File: src/rtl/sync_filter_edge.sv
// sync_filter_edge: per-channel input synchroniser, glitch filter, edge/event pulses and sticky event flags
module sync_filter_edge #(
   parameter int              NCH     = 8,
   parameter int              DP      = 2,
   parameter int              FLT     = 4,
   parameter logic [NCH-1:0]  RST_VAL = '0
) (
   input  logic             clk,
   input  logic             rst_n,
   input  logic [NCH-1:0]   din_a,
   input  logic [2*NCH-1:0] mode,
   input  logic [NCH-1:0]   clr,
   output logic [NCH-1:0]   lvl,
   output logic [NCH-1:0]   rise,
   output logic [NCH-1:0]   fall,
   output logic [NCH-1:0]   evt,
   output logic [NCH-1:0]   sticky
);

   localparam int CW = $clog2(FLT + 1);

   if (DP < 2) begin : g_bad_dp
      $error("sync_filter_edge: DP must be >= 2");
   end
   if (FLT < 1 || FLT > 255) begin : g_bad_flt
      $error("sync_filter_edge: FLT must be in 1..255");
   end

   logic [DP-1:0][NCH-1:0] r_sync;
   logic [NCH-1:0]         w_s;
   logic [NCH-1:0]         w_acc;
   logic [NCH-1:0]         w_evt;
   logic [NCH-1:0]         r_lvl;
   logic [NCH-1:0]         r_rise;
   logic [NCH-1:0]         r_fall;
   logic [NCH-1:0]         r_evt;
   logic [NCH-1:0]         r_sticky;
   logic [CW-1:0]          r_cnt [NCH];

   assign w_s    = r_sync[DP-1];
   assign lvl    = r_lvl;
   assign rise   = r_rise;
   assign fall   = r_fall;
   assign evt    = r_evt;
   assign sticky = r_sticky;

   // plain flop chain bringing the asynchronous inputs into the clk domain
   always_ff @(posedge clk or negedge rst_n) begin
      if (!rst_n) r_sync <= {DP{RST_VAL}};
      else        r_sync <= {r_sync[DP-2:0], din_a};
   end

   // accept when the mismatch run reaches FLT cycles; event when the accepted edge matches mode
   always_comb begin
      w_acc = '0;
      w_evt = '0;
      for (int c = 0; c < NCH; c++) begin
         w_acc[c] = (w_s[c] != r_lvl[c]) && (r_cnt[c] == CW'(FLT - 1));
         w_evt[c] = w_acc[c] & (w_s[c] ? mode[2*c] : mode[2*c+1]);
      end
   end

   // filter counters, filtered level, edge/event pulses and sticky flags (set beats clear)
   always_ff @(posedge clk or negedge rst_n) begin
      if (!rst_n) begin
         for (int c = 0; c < NCH; c++) r_cnt[c] <= '0;
         r_lvl    <= RST_VAL;
         r_rise   <= '0;
         r_fall   <= '0;
         r_evt    <= '0;
         r_sticky <= '0;
      end else begin
         for (int c = 0; c < NCH; c++)
            r_cnt[c] <= (w_s[c] == r_lvl[c] || w_acc[c]) ? '0 : r_cnt[c] + CW'(1);
         r_lvl    <= (r_lvl & ~w_acc) | (w_s & w_acc);
         r_rise   <= w_acc & w_s;
         r_fall   <= w_acc & ~w_s;
         r_evt    <= w_evt;
         r_sticky <= w_evt | (r_sticky & ~clr);
      end
   end

endmodule

File: config.mk
export PLATFORM = sky130hd
export DESIGN_NAME = sync_filter_edge
export DESIGN_NICKNAME = d
export VERILOG_FILES = /design/src/rtl/sync_filter_edge.sv
export SDC_FILE = /design/constraint.sdc
export NUM_CORES = 1
export LEC_CHECK = 0
export BUFFER_PORTS_ARGS = -buffer_cell sky130_fd_sc_hd__clkbuf_2
export CAP_MARGIN = 10
export CORE_ASPECT_RATIO = 1.75
export CORE_MARGIN = 5
export CORE_UTILIZATION = 47
export DETAILED_ROUTE_END_ITERATION = 6
export PLACE_DENSITY = 0.75
export SKIP_LAST_GASP = 1
export SYNTH_ARGS = -nofsm -noshare
export SYNTH_HDL_FRONTEND = slang
export SYNTH_SLANG_ARGS = --single-unit
File: constraint.sdc
create_clock -name clk -period 1.3 [get_ports clk]
set_input_delay 0.065 -clock clk [delete_from_list [all_inputs] [get_ports clk]]
set_output_delay 0.065 -clock clk [all_outputs]
set_load 0.05 [all_outputs]
==> key figures, run 1 <==
Clocking
  – Root Driver: clkbuf_8
  – Max clock buf depth: 2
  – H-tree depth: 3
  – Clock latency on the worst-skew pair: 0.33 ns
  – CTS tree: built
  – Setup fix buffers added after clock tree synthesis: 0
  – Num CTS Buffers: 9
  – CTS clock-pin slew for the worst setup and hold paths: 0.07 ns
  – # clock sinks: 80

Place
  – Placed insts: 371
  – Buffers added on ports: 73
  – Routability Congestion: 0.751
  – HPWL after DPL: 3.65 mm
  – Placed Instance Area: 3430 um2

Logic synthesis
  – Mapped cell area: 2940 um2
  – Synth top area cells: dfrtp_1 68%, ha_1 6.8%, nand4b_1 4.5%
  – Syn_nets: 267
  – Yosys cell types: 19
  – Synth Flop Type: dfrtp_1
  – #FFs+latches synth: 80
  – Synth top area share: 68.0%
  – EDFF count, synth: 0
  – Yosys warns: 0
  – Cells after Synth: 217
  – Top post-synthesis cells by count: 80 x dfrtp_1, 16 x ha_1, 16 x inv_1, 16 x nand2_1, 16 x nor3_1
  – Most frequent cell after synthesis: dfrtp_1
  – Sequential share of the synthesized area: 68.0%
  – Yosys top cell by area: dfrtp_1
  – Syn Area/Cell: 13.6 um2
  – Post-synth ARST share: 100%

Die
  – Number of top-level pins: 74
  – Core area: 6130 um2
  – Num rows: 38
  – Die ar.: 8010 um2
  – Initial core utilization: 48.0%
  – Die span in x: 69.8 um
  – Die span in y: 115 um

Worst setup path
  – Kind of critical path: flip-flop to flip-flop
  – Reg2Reg Launch Point: r_cnt[21]
  – Worst path required time: 1.51 ns
  – Startpoint types: flip-flop
  – Worst-path maximum fanout: 7
  – Crit path DAT: 1.44 ns
  – Worst setup startpoint: r_cnt[21]
  – Endpoint class of the critical path: flip-flop
  – Worst r2r path cells: 4

Job
  – Max-Cap Viols: 0

Global route
  – First-pass GRT wire length: 9.47 mm
  – Vias in the first global route: 2,086
  – Grt total ovfl: 0
  – Tot GR Track Use: 15.1%
  – Antenna violations before repair: 0
  – Pin count of the biggest net entering global routing: 39

Power
  – Leakage power: 2.00 nW
  – Peak supply drop: 0.986 mV
  – Power per cell area: 1770 nW/um2

STA
  – Tcrit/Tclk final: 94.6%
  – Max-slew headroom: 77.6%
  – Worst slew pin tran: 0.333 ns
  – Final slew viol count: 0
  – RSZ-0062 raised after global routing: no
  – Max frequency: 0.813 GHz
  – Number of failing hold endpoints at the final stage: 0
  – Final clock skew: 0.00370 ns
  – Setup Viol. Count Final: 0
  – Fin crit period: 1.23 ns
  – Setup tns final: 0 ns

Final layout
  – Post-route cell area: 3910 um2
  – Area growth syn-to-layout: 32.8%
  – Layout fillers: 457
  – Final Util: 63.7%
  – Ratio of cells with drive above 1 in the final layout: 28.7%
  – Post-Layout Cell Count: 418
  – Number of nets in the layout: 383
  – Antenna diodes: 0

Drt
  – Post-route ant nets: 0
  – DRC errors left: 0
  – Total iterations of the first detailed-routing run: 4
  – Routed WL: 5.32 mm
  – Vias: 1,978
  – Drt initial violations: 114
  – DR vias/cell: 4.73
  – DR WL/cell: 12.7 um

Worst hold path
  – Hold_sp: mode[15]
  – Hold WC Path Type: input pin to flip-flop
  – Hold path depth: 3

Status
  – Outcome: completed
sequential cells by signal, indices dropped and copies added, names as in the netlist, named ones only:
name and count:
r_sync 8, fall 8, r_cnt 24, rise 8, w_s 8, evt 8
sticky 8
power by group:
group / leakage, nW / total, mW / switching, mW / internal [mW]
Sequential: 1.05 / 3.31 / 0.346 / 2.96
Clock: 0.0790 / 1.51 / 0.758 / 0.752
Combinational: 0.871 / 2.09 / 1.33 / 0.758
Total: 2.00 / 6.91 / 2.43 / 4.47
worst max-delay path: stages, from the launching register on:
cell and delay [ns]:
dfrtp_1 0.38, ha_1 0.21, ha_1 0.27, nand4b_1 0.14
o221ai_1 0.11
layout by cell type, fill, tap and decap left out, drive strengths merged:
| master | count |
|---|---|
| nand2 | 16 |
| buf | 3 |
| xnor2 | 8 |
| inv | 16 |
| dfrtp | 80 |
| nand4b | 15 |
| nor2 | 9 |
| nor3 | 16 |
| clkbuf | 88 |
| mux2 | 1 |
| nand2b | 8 |
| ha | 16 |
| o221ai | 1 |
| nor3b | 14 |
| dlygate4sd3 | 31 |
| o21ai | 8 |
| and3b | 1 |
| nand3 | 7 |
stage by stage:
stage | hold WS (ns) | setup WS, ns | total power [mW]
floorplan | -0.231 | 0.0567 | 4.83
finish | 0.0249 | 0.0704 | 6.91
global route | 0.0166 | 0.00156 | 7.37
detailed placement | -0.0264 | 0.0137 | 5.38
CTS | 0.000396 | 0.00293 | 6.99
global placement | -0.0281 | 0.0504 | 5.29
layer usage:
metal | part of all wire, % | up-vias | global-route usage [%]
li1 | - | 975 | -
met1 | 38 | 937 | 16.1
met2 | 53 | 56 | 25.8
met3 | 6.3 | 10 | 6.24
met4 | 2.3 | 0 | 7.29
met5 | 0 | - | 0
final timing paths:
path                                  end  slack [ns]
worst max-delay path            sticky[0]        0.07
worst min-delay path               evt[7]        0.02
worst max register to register  sticky[0]        0.07
worst min register to register     w_s[5]        0.35
max in group asynchronous         rise[6]        0.57
min in group asynchronous       r_sync[1]        0.15
logic make-up (layout without fill, tap and decap cells):
group	count (synthesis)	in the layout	share of synthesized area, %
and+or+nand+nor	86	86	18.6
xor gates and xnor gates	8	8	2.38
DFF	80	80	68.0
muxes	1	1	0.382
buffers and inverters	17	138	2.21
adders and majority gates	16	16	6.80
AOI/OAI and AO/OA	9	9	1.66
final cells by class:
class | count | area (um2) | area share [%]
Multi-Input combinational cell | 120 | 882 | 22.6
Timing Repair Buffer | 106 | 706 | 18.0
Tap cell | 80 | 100 | 2.56
Inverter | 16 | 60.1 | 1.54
Sequential cell | 80 | 2000 | 51.2
Clock buffer | 16 | 160 | 4.10
repair_timing:
action,in CTS,in global routing
endpoints found under the hold margin,104,0
endpoints found under the setup margin,0,4
hold buffers,31,0
gates resized for setup,0,2
(Power assumes the default switching activity.)
==> run 2: changes to the inputs <==
--- a/config.mk
+++ b/config.mk
@@ -12,6 +12,7 @@
 export CORE_UTILIZATION = 47
 export DETAILED_ROUTE_END_ITERATION = 6
 export PLACE_DENSITY = 0.75
+export RECOVER_POWER = 100
 export SKIP_LAST_GASP = 1
 export SYNTH_ARGS = -nofsm -noshare
 export SYNTH_HDL_FRONTEND = slang
==> key figures, run 2 (synthesis results as in run 1) <==
Drt
  – DR vias/cell: 4.71
  – Vias: 1,968
  – DR WL/cell: 12.7 um
  – DRC errors left: 0
  – Total iterations of the first detailed-routing run: 4
  – Post-route ant nets: 0
  – Drt initial violations: 80
  – Routed WL: 5.30 mm

Power
  – Leakage power: 1.97 nW
  – Sequential power share: 48.4%
  – Int Power: 4.43 mW
  – Logic pwr share: 29.5%
  – Power per cell area: 1770 nW/um2
  – Sw frac: 35.2%
  – P_sw: 2.41 mW
  – Part of the power in the clock network: 22.1%
  – Peak supply drop: 0.979 mV

Die
  – Die span in y: 115 um
  – Die ar.: 8010 um2
  – Num rows: 38
  – Number of top-level pins: 74
  – Core area: 6130 um2
  – Initial core utilization: 48.0%
  – Die span in x: 69.8 um

Clocking
  – CTS clock-pin slew for the worst setup and hold paths: 0.07 ns
  – Num CTS Buffers: 9
  – Root Driver: clkbuf_8
  – H-tree depth: 3
  – # clock sinks: 80
  – Max clock buf depth: 2
  – CTS tree: built
  – Setup fix buffers added after clock tree synthesis: 0
  – Clock latency on the worst-skew pair: 0.33 ns

STA
  – Worst slew pin tran: 0.516 ns
  – Tcrit/Tclk final: 93.8%
  – RSZ-0062 raised after global routing: no
  – Number of failing hold endpoints at the final stage: 0
  – Final slew viol count: 0
  – Final clock skew: 0.00340 ns
  – Fin crit period: 1.22 ns
  – Max-slew headroom: 65.6%
  – Setup tns final: 0 ns
  – Setup Viol. Count Final: 0
  – Max frequency: 0.820 GHz

Global route
  – Grt total ovfl: 0
  – Tot GR Track Use: 15.1%
  – Antenna violations before repair: 0
  – Pin count of the biggest net entering global routing: 39
  – Vias in the first global route: 2,086
  – First-pass GRT wire length: 9.47 mm

Final layout
  – Area growth syn-to-layout: 30.9%
  – Max FFs per register: 24
  – Number of nets in the layout: 383
  – Antenna diodes: 0
  – Final Util: 62.8%
  – Multi-input gate area: 842 um2
  – Most frequent cells in the layout: 80 x dfrtp_1, 73 x clkbuf_2, 31 x dlygate4sd3_1, 16 x inv_1, 16 x nor3_1
  – Layout fillers: 467
  – Most common cell after layout, fill and taps aside: dfrtp_1
  – Ratio of cells with drive above 1 in the final layout: 26.3%
  – Top reg by flops: r_cnt
  – Flip-flop and latch area: 2000 um2

Status
  – Outcome: completed

Place
  – Buffers added on ports: 73
  – HPWL after DPL: 3.65 mm
  – Routability Congestion: 0.751

Worst hold path
  – Hold WC Path Type: input pin to flip-flop
  – Hold_sp: mode[15]

Worst setup path
  – Worst-path maximum fanout: 7
  – Endpoint class of the critical path: flip-flop
  – Worst setup startpoint: r_cnt[21]
  – Crit path DAT: 1.43 ns
  – Kind of critical path: flip-flop to flip-flop
  – Startpoint types: flip-flop
  – Reg2Reg Launch Point: r_cnt[21]
  – Worst path required time: 1.51 ns

Job
  – Max-Cap Viols: 0
[run 2: through the flow]
stage / setup WS (ns) / hold WS [ns] / std cells / total power, mW / instance area, um2
after global routing: 0.0105 / 0.0166 / 418 / 7.29 / 3850
after global placement: 0.0504 / -0.0281 / 371 / 5.29 / 3430
after detailed placement: 0.0137 / -0.0264 / 371 / 5.38 / 3430
after floorplan: 0.0567 / -0.231 / 217 / 4.83 / 2940
after CTS: 0.00293 / 0.000396 / 418 / 6.99 / 3910
final: 0.0806 / 0.0254 / 418 / 6.83 / 3850
[run 2: worst paths after layout]
check / end / slack, ns / depth (start not counted)
max: sticky[0] / 0.08 / 4
max reg2reg: sticky[0] / 0.08 / 4
min: evt[7] / 0.03 / 3
min reg2reg: w_s[5] / 0.35 / 0
min in group asynchronous: r_sync[1] / 0.23 / 2
max in group asynchronous: rise[6] / 0.21 / 3
[run 2: layer usage]
layer / GRT usage [%] / wire length [um] / vias to the layer above
met2: 25.8 / 2820 / 54
met4: 7.29 / 123 / 0
met5: 0 / 0 / -
met3: 6.24 / 336 / 10
met1: 16.1 / 2030 / 932
li1: - / - / 972
[run 2: layout make-up]
type / instances / share of cell area [%]
multi-input cells: 120 / 21.9
well taps: 80 / 2.60
flip-flops and latches: 80 / 52.0
repair buffers: 106 / 17.9
clock buffers: 16 / 4.16
inverters: 16 / 1.56
[run 2: power groups by stage]
| stage | clock network (mW) | logic, mW | registers (mW) |
|---|---|---|---|
| floorplan | 0 | 0.888 | 3.94 |
| global placement | 0 | 1.96 | 3.33 |
| detailed placement | 0 | 2.03 | 3.35 |
| CTS | 1.58 | 2.11 | 3.30 |
| global route | 1.68 | 2.25 | 3.37 |
| finish | 1.51 | 2.01 | 3.31 |
[run 2: timing repair]
action                                 in CTS  in global routing
gates resized for setup                     0                  2
endpoints found under the hold margin     104                  0
setup endpoints to repair                   0                  4
hold buffers                               31                  0
[run 2: critical path: stages, from the launching register on]
cell and delay, ns:
dfrtp_1 0.38, ha_1 0.21, ha_1 0.27, nand4b_1 0.13, o221ai_1 0.11
==> run 3: changes to the inputs <==
--- a/config.mk
+++ b/config.mk
@@ -9,9 +9,10 @@
 export CAP_MARGIN = 10
 export CORE_ASPECT_RATIO = 1.75
 export CORE_MARGIN = 5
-export CORE_UTILIZATION = 47
+export CORE_UTILIZATION = 49
+export CTS_BUF_LIST = sky130_fd_sc_hd__clkbuf_2 sky130_fd_sc_hd__clkbuf_4 sky130_fd_sc_hd__clkbuf_8
 export DETAILED_ROUTE_END_ITERATION = 6
-export PLACE_DENSITY = 0.75
+export PLACE_DENSITY = 0.77
 export RECOVER_POWER = 100
 export SKIP_LAST_GASP = 1
 export SYNTH_ARGS = -nofsm -noshare
==> key figures, run 3 (synthesis results as in run 1) <==
Status
  – Outcome: completed

STA
  – Number of failing hold endpoints at the final stage: 0
  – Final clock skew: 0.00661 ns
  – Final slew viol count: 0
  – Setup Viol. Count Final: 0
  – Worst slew pin tran: 0.605 ns
  – Max frequency: 0.820 GHz
  – Final critical-path setup slack: 0.0812 ns
  – Tcrit/Tclk final: 93.8%
  – Fin crit period: 1.22 ns
  – Worst hold margin: 0.259 ns
  – RSZ-0062 raised after global routing: no
  – Max-slew headroom: 59.7%

Clocking
  – Num CTS Buffers: 9
  – Root Driver: clkbuf_8
  – Setup fix buffers added after clock tree synthesis: 0
  – # clock sinks: 80
  – Max clock buf depth: 2
  – H-tree depth: 3
  – Clock latency on the worst-skew pair: 0.34 ns
  – CTS tree: built
  – CTS clock-pin slew for the worst setup and hold paths: 0.08 ns

Drt
  – Total iterations of the first detailed-routing run: 4
  – Post-route ant nets: 0
  – DRC errors left: 0
  – Drt initial violations: 67
  – DR vias/cell: 4.75
  – Vias: 1,989
  – DR WL/cell: 12.9 um
  – Routed WL: 5.40 mm

Power
  – Sw frac: 34.1%
  – P_sw: 2.46 mW
  – Power per cell area: 1820 nW/um2
  – Power Total: 7.19 mW
  – Leakage power: 2.02 nW
  – Peak supply drop: 1.05 mV
  – Part of the power in the clock network: 25.5%
  – Logic pwr share: 28.6%
  – Int Power: 4.74 mW
  – Sequential power share: 46.0%

Place
  – Dpl ws: -0.00641 ns
  – Placed insts: 370
  – HPWL after DPL: 3.54 mm
  – Routability Congestion: 0.754
  – Buffers added on ports: 73

Worst setup path
  – Worst r2r path cells: 4
  – Max incr delay on CP: 0.40 ns
  – Startpoint types: flip-flop
  – Critical-path top delay cell: dfrtp_1
  – Endpoint class of the critical path: flip-flop
  – Crit path DAT: 1.45 ns
  – Top delay family on crit path: adder cells
  – CP Depth: 4
  – Worst-path maximum fanout: 8
  – Worst path required time: 1.53 ns
  – Kind of critical path: flip-flop to flip-flop
  – Buffers and inverters on the worst path: 0
  – Crit path cell chain: ha_1, ha_1, nand4b_1, nand3_1
  – Most used cell, CP: ha_1

Final layout
  – Most common cell after layout, fill and taps aside: dfrtp_1
  – Post-Layout Cell Count: 419
  – Most frequent cells in the layout: 80 x dfrtp_1, 74 x clkbuf_2, 33 x dlygate4sd3_1
  – Ratio of cells with drive above 1 in the final layout: 29.3%
  – Max FFs per register: 24
  – Antenna diodes: 0
  – Number of nets in the layout: 386
  – Area growth syn-to-layout: 34.5%
  – Top reg by flops: r_cnt

Die
  – Num rows: 37
  – Core area: 5880 um2
  – Initial core utilization: 50.1%
  – Die span in y: 113 um
  – Die ar.: 7720 um2
  – Die span in x: 68.6 um
  – Number of top-level pins: 74

Global route
  – Pin count of the biggest net entering global routing: 37
  – Tot GR Track Use: 16.1%
  – First-pass GRT wire length: 9.05 mm
  – Grt total ovfl: 0
  – Vias in the first global route: 2,052
  – Antenna violations before repair: 0

Job
  – Max-Cap Viols: 0

Worst hold path
  – Hold WC Path Type: input pin to asynchronous set/reset pin
==> run 3: routing by layer <==
metal  GRT usage [%]  vias up  routed length, um
met5               0        -                  0
met4            7.97        0                123
met3            6.51        8                389
met2            26.7       57               2830
met1            17.0      945               2060
li1                -      979                  -
==> run 3: path summary, 6_finish.rpt <==
kind                            from        end  slack, ns
max in group asynchronous      rst_n  sticky[5]       0.32
max reg2reg                r_cnt[12]  sticky[3]       0.08
max                        r_cnt[12]  sticky[3]       0.08
min in group clk           r_sync[6]     w_s[6]       0.35
min reg2reg                r_sync[6]     w_s[6]       0.35
min                            rst_n  r_cnt[16]       0.26
==> run 3: per-stage QoR <==
stage	setup TNS (ns)	util, %	instance area, um2
2_1_floorplan	0	-	2940
3_3_place_gp	0	58.5	3440
3_5_place_dp	-0.00641	58.5	3440
4_1_cts	0	67.7	3980
5_1_grt	0	67.4	3960
6_report	0	67.4	3960
==> run 3: power by group through the flow <==
stage / logic [mW] / clock network (mW) / registers (mW)
2_1_floorplan: 0.888 / 0 / 3.94
3_3_place_gp: 1.97 / 0 / 3.32
3_5_place_dp: 2.03 / 0 / 3.35
4_1_cts: 2.12 / 1.91 / 3.31
5_1_grt: 2.29 / 2.02 / 3.38
6_report: 2.05 / 1.83 / 3.31
==> run 3: final cells by class <==
class                      instances  area [um2]
clock buffer                      13         166
clock inverter                     3        40.0
fill                             464        1920
inverter                          16        60.1
multi-input combinational        120         870
sequential                        80        2000
tap                               78        97.6
timing repair buffer             109         724
==> run 3: timing repair <==
item | 4_1_cts | 5_1_grt
pin swaps | 0 | 0
endpoints found under the setup margin | 1 | 6
cloned | 0 | 0
gates resized for setup | 1 | 5
hold buffers | 33 | 0
endpoints found under the hold margin | 104 | 0
